[config.mk]
export PLATFORM = sky130hd
export DESIGN_NAME = counter_sched
export DESIGN_NICKNAME = d
export VERILOG_FILES = /design/src/rtl/counter_sched.sv
export SDC_FILE = /design/constraint.sdc
export NUM_CORES = 1
export LEC_CHECK = 0
export CORE_UTILIZATION = 41
export DETAILED_ROUTE_END_ITERATION = 16
export PLACE_DENSITY = 0.78
export RECOVER_POWER = 25
export SYNTH_ARGS = -nofsm -noshare
export SYNTH_HDL_FRONTEND = slang
export SYNTH_SLANG_ARGS = --single-unit
[constraint.sdc]
create_clock -name clock -period 1.7 [get_ports clock]
set_clock_uncertainty 0.1 [all_clocks]
set_input_delay 0.34 -clock clock [delete_from_list [all_inputs] [get_ports clock]]
set_output_delay 0.34 -clock clock [all_outputs]
set_load 0.01 [all_outputs]
[src/rtl/counter_sched.sv]
// Two-requester scheduler sharing one up-counter: grant, count to the owner's target, pulse done.
// Define COUNTER_SCHED_PRIORITY_EN for fixed priority (req[0] wins); default is round-robin.
module counter_sched #(
   parameter int Size = 5
) (
   input  logic            clock,
   input  logic            reset,
   input  logic [1:0]      req,
   input  logic [Size-1:0] target0,
   input  logic [Size-1:0] target1,
   input  logic            abort,
   output logic [1:0]      gnt,
   output logic [Size-1:0] count,
   output logic            busy,
   output logic [1:0]      done
);

   typedef enum logic [1:0] {
      IDLE  = 2'd0,
      COUNT = 2'd1,
      DONE  = 2'd2
   } state_e;

   state_e          state_q, state_d;
   logic [1:0]      gnt_q, gnt_d;
   logic [Size-1:0] count_q, count_d;
   logic [Size-1:0] tgt_q, tgt_d;
   logic            win;

`ifdef COUNTER_SCHED_PRIORITY_EN
   always_comb win = ~req[0];
`else
   logic last_q, last_d;

   // The previous owner yields only when both requesters contend.
   always_comb begin
      if (req == 2'b11) win = ~last_q;
      else              win = req[1];
   end

   always_comb begin
      last_d = last_q;
      if ((state_q == COUNT && abort) || state_q == DONE) last_d = gnt_q[1];
   end

   always_ff @(posedge clock or negedge reset) begin
      if (!reset) last_q <= 1'b1;
      else        last_q <= last_d;
   end
`endif

   always_comb begin
      // NOTE: every next-state value gets a default first so no path infers a latch.
      state_d = state_q;
      gnt_d   = gnt_q;
      count_d = count_q;
      tgt_d   = tgt_q;
      unique case (state_q)
         IDLE: begin
            if (req != 2'b00) begin
               state_d = COUNT;
               gnt_d   = win ? 2'b10 : 2'b01;
               tgt_d   = win ? target1 : target0;
               count_d = '0;
            end
         end
         COUNT: begin
            if (abort) begin
               state_d = IDLE;
               gnt_d   = 2'b00;
               count_d = '0;
            end else if (count_q == tgt_q) begin
               state_d = DONE;
            end else begin
               count_d = count_q + 1'b1;
            end
         end
         DONE: begin
            state_d = IDLE;
            gnt_d   = 2'b00;
         end
         default: state_d = IDLE;
      endcase
   end

   always_ff @(posedge clock or negedge reset) begin
      if (!reset) begin
         state_q <= IDLE;
         gnt_q   <= 2'b00;
         count_q <= '0;
         tgt_q   <= '0;
      end else begin
         // NOTE: non-blocking so every register samples pre-edge values.
         state_q <= state_d;
         gnt_q   <= gnt_d;
         count_q <= count_d;
         tgt_q   <= tgt_d;
      end
   end

   assign gnt   = gnt_q;
   assign count = count_q;
   assign busy  = (state_q != IDLE);
   assign done  = (state_q == DONE) ? gnt_q : 2'b00;

endmodule
==> summary.md <==
| Metric | Value |
|---|---|
| Placement Rows | 16 |
| Vias | 842 |
| Top_reg_cell synth | dfrtp_1 |
| Mapped cell area | 873 µm² |
| Vias in the first global route | 776 |
| Syn nets | 110 |
| Relative slew slack | 0.443 |
| Reg2Reg Setup Slack | -0.02 ns |
| Final Util | 0.708 |
| Total wire length | 2080 µm |
| Drt wl/cell | 12.4 µm |
| Total power | 1.93 mW |
| Hold Startpoint | tgt_q[2] |
| Failing checks | setup timing |
| Worst Path Buf+Inv | 1 |
| Sw Pwr | 0.736 mW |
| Fin crit share | 1.01 |
| CP startpoint kind | flop |
| Top Ports | 25 |
| Share of layout cells above drive strength 1 | 0.357 |
| Hold-critical path depth | 2 |
| Worst endpoint required time | 1.82 ns |
| Synth Register Bits | 15 |
| Worst Hold End | tgt_q[2] |
| Fmax achieved | 0.582 GHz |
| Antenna-violating nets left | 0 |
| Max-Cap Viols | 0 |
| P_leak | 0.685 nW |
| Num CTS Buffers | 3 |
| Peak per-stage delay on the critical path | 0.41 ns |
| PortBufs | 24 |
| Worst path cell trace | inv_2, ha_4, or3b_4, o21ai_1, a21o_1, mux2_2 |
| Setup WS post-layout | -0.0194 ns |
| Post-synth EDFFs | 0 |
| Gate Count Post-Synth | 90 |
| Routability Congestion | 0.790 |
| Status | complete, but fails checks |
| CTS tree | yes |
| CTS Sinks | 15 |
| DR vias/cell | 5.04 |
| Critical Path Stages | 6 |
| Horiz. Die Dim | 48.2 µm |
| Cell variety after synth | 30 |
| R2r worst-path depth | 6 |
| Max Slew Vio Count | 0 |
| Share of the synthesized area in the top cell type | 0.401 |
| Slowest CP cell | dfrtp_1 |
| Top cells by area, synth | dfrtp_1 (40%), ha_1 (7.2%), o21ai_0 (6.3%), mux2i_1 (5.7%), nand2_1 (5.2%) |
| Worst-Skew Late Latency | 0.28 ns |
| Pint | 1.19 mW |
| Final nets | 161 |
| Initial antenna violation count | 0 |
| N_diodes | 0 |
| CP endpoint kind | flop |
| CP Max Fanout | 5 |
| Kind of critical path | flop to flop |
| Seq pwr share | 0.302 |
| Largest area contributor in the netlist | dfrtp_1 |
| GRT Residual Overflow | 0 |
| Peak VDD IR | 873 µV |
| First-pass GRT wire length | 3210 µm |
| Iter 0 DRT Violations | 19 |
| Clock share of power | 0.107 |
| Area Growth Syn to Fin | 60.6% |
| Overall routing resource usage | 0.200 |
| Clock-pin transition on the worst setup and hold timing paths | 0.10 ns |
| Synthesized area per cell | 9.70 µm² |
| Detail Placement HPWL | 1420 µm |
| DIE HEIGHT | 48.2 µm |
| Yosys synthesis warning count | 0 |
| Final hold violation count | 0 |
| Htree depth | 1 |
| Root buf cell | clkbuf_4 |
| Comb pwr share | 0.592 |
| # setup viols final | 3 |
| Clk buf depth | 2 |
| Core box area | 1980 µm² |
| Initial Util | 0.441 |
| Cell family with most CP delay | flip-flops |
| Worst slew pin tran | 0.836 ns |
| Remaining DRCs | 0 |
| HP Class | flop to flop |
| Reg2reg end | count[0] |
| Full die area | 2320 µm² |
| CP Data Arrival Time | 1.84 ns |
| Sequential fraction of the synthesis area | 0.431 |
| Final min period | 1.72 ns |
| FFs w/ async S/R, synth | 1.00 |
| Largest net degree at the start of global routing | 16 |
| Power Density | 1370 nW/µm² |
| RSZ-0062 raised after global routing | yes |
| Drt pass-1 iters | 4 |
| Switching power share of the total | 0.382 |
| Reg2reg start | state_q[0] |
-- what timing repair did --
item                                    4_1_cts  5_1_grt
buffers inserted                              5        5
pin swaps                                     0        4
cloned                                        0        1
hold buffers                                  0        0
gates resized for setup                      20       19
endpoints found under the setup margin       15       12
-- synthesized netlist by cell type, types with 3 or more instances --
cell type,number
nand3_1,3
dfrtp_1,14
nand2_1,12
nor2_1,4
a21oi_1,3
inv_1,4
o21ai_0,11
mux2i_1,5
ha_1,5
xnor2_1,3
-- power by group through the flow --
| stage | sequential (mW) | combinational [mW] | clock (mW) |
|---|---|---|---|
| floorplan | 0.603 | 0.506 | 0 |
| detailed placement | 0.589 | 0.893 | 0 |
| global placement | 0.586 | 0.870 | 0 |
| global route | 0.598 | 1.25 | 0.227 |
| finish | 0.581 | 1.14 | 0.205 |
| CTS | 0.573 | 0.977 | 0.214 |
-- registers in the layout, indices dropped and copies added, names as in the netlist --
register / cells
tgt_q: 5
count: 5
gnt: 2
state_q: 2
last_q: 1
-- per-stage QoR --
stage / instance area (µm²) / std cells / setup TNS [ns] / setup WS, ns / hold WS (ns)
3_5_place_dp: 1240 / 152 / -1.56 / -0.198 / 0.386
4_1_cts: 1320 / 161 / -0.0116 / -0.00766 / 0.259
6_report: 1400 / 167 / -0.0378 / -0.0194 / 0.409
2_1_floorplan: 877 / 90 / -0.0366 / -0.0201 / -0.0556
3_3_place_gp: 1240 / 152 / -1.08 / -0.162 / 0.379
5_1_grt: 1400 / 167 / -0.339 / -0.109 / 0.464
-- worst register-to-register path: stages (launching register included) --
cell	delay, ns
dfrtp_1	0.41
inv_2	0.11
ha_4	0.16
or3b_4	0.41
o21ai_1	0.18
a21o_1	0.14
mux2_2	0.15
-- cells by family after synthesis --
kind of cell | synth area share
simple gates | 0.166
compound gates | 0.159
flops | 0.431
xor+xnor | 0.0502
fa+ha+maj | 0.0716
mux | 0.0831
buf+inv | 0.0387
-- layout by cell type (no fill, tap or decap), drive strengths merged, types with 2 or more instances in the layout --
| cell type | count |
|---|---|
| buf | 26 |
| o311ai | 2 |
| nor2 | 4 |
| dlygate4sd2 | 3 |
| and2 | 2 |
| ha | 5 |
| dfrtp | 14 |
| nand2 | 12 |
| mux2 | 2 |
| xnor2 | 3 |
| clkbuf | 5 |
| inv | 4 |
| nand3 | 3 |
| o21ai | 11 |
| or4 | 2 |
| clkdlybuf4s50 | 16 |
| xor2 | 2 |
| mux2i | 5 |
| a21oi | 3 |
-- how the worst max path moves through the flow --
stage                from       end  slack [ns]
2_1_floorplan  state_q[1]  count[0]       -0.02
3_3_place_gp       req[1]  count[0]       -0.16
3_5_place_dp       req[1]  count[3]       -0.20
4_1_cts        state_q[1]  count[0]      -0.008
5_1_grt        state_q[0]  count[2]       -0.11
6_report       state_q[0]  count[0]       -0.02
-- layer usage --
layer	wire, µm	GRT usage	up-vias	share of wire
li1	-	-	414	-
met5	0	0	-	0
met3	98	0.0407	6	0.047
met4	28	0.0611	0	0.013
met1	884	0.242	385	0.43
met2	1070	0.352	37	0.51
-- layout make-up --
cell class / instances / area (µm²)
inverters: 4 / 15.0
fillers: 145 / 579
clock inverters: 1 / 5.00
repair buffers: 49 / 415
flip-flops and latches: 15 / 377
well taps: 27 / 33.8
multi-input cells: 68 / 534
clock buffers: 3 / 22.5
No activity file was read; power rests on OpenSTA's default activity.
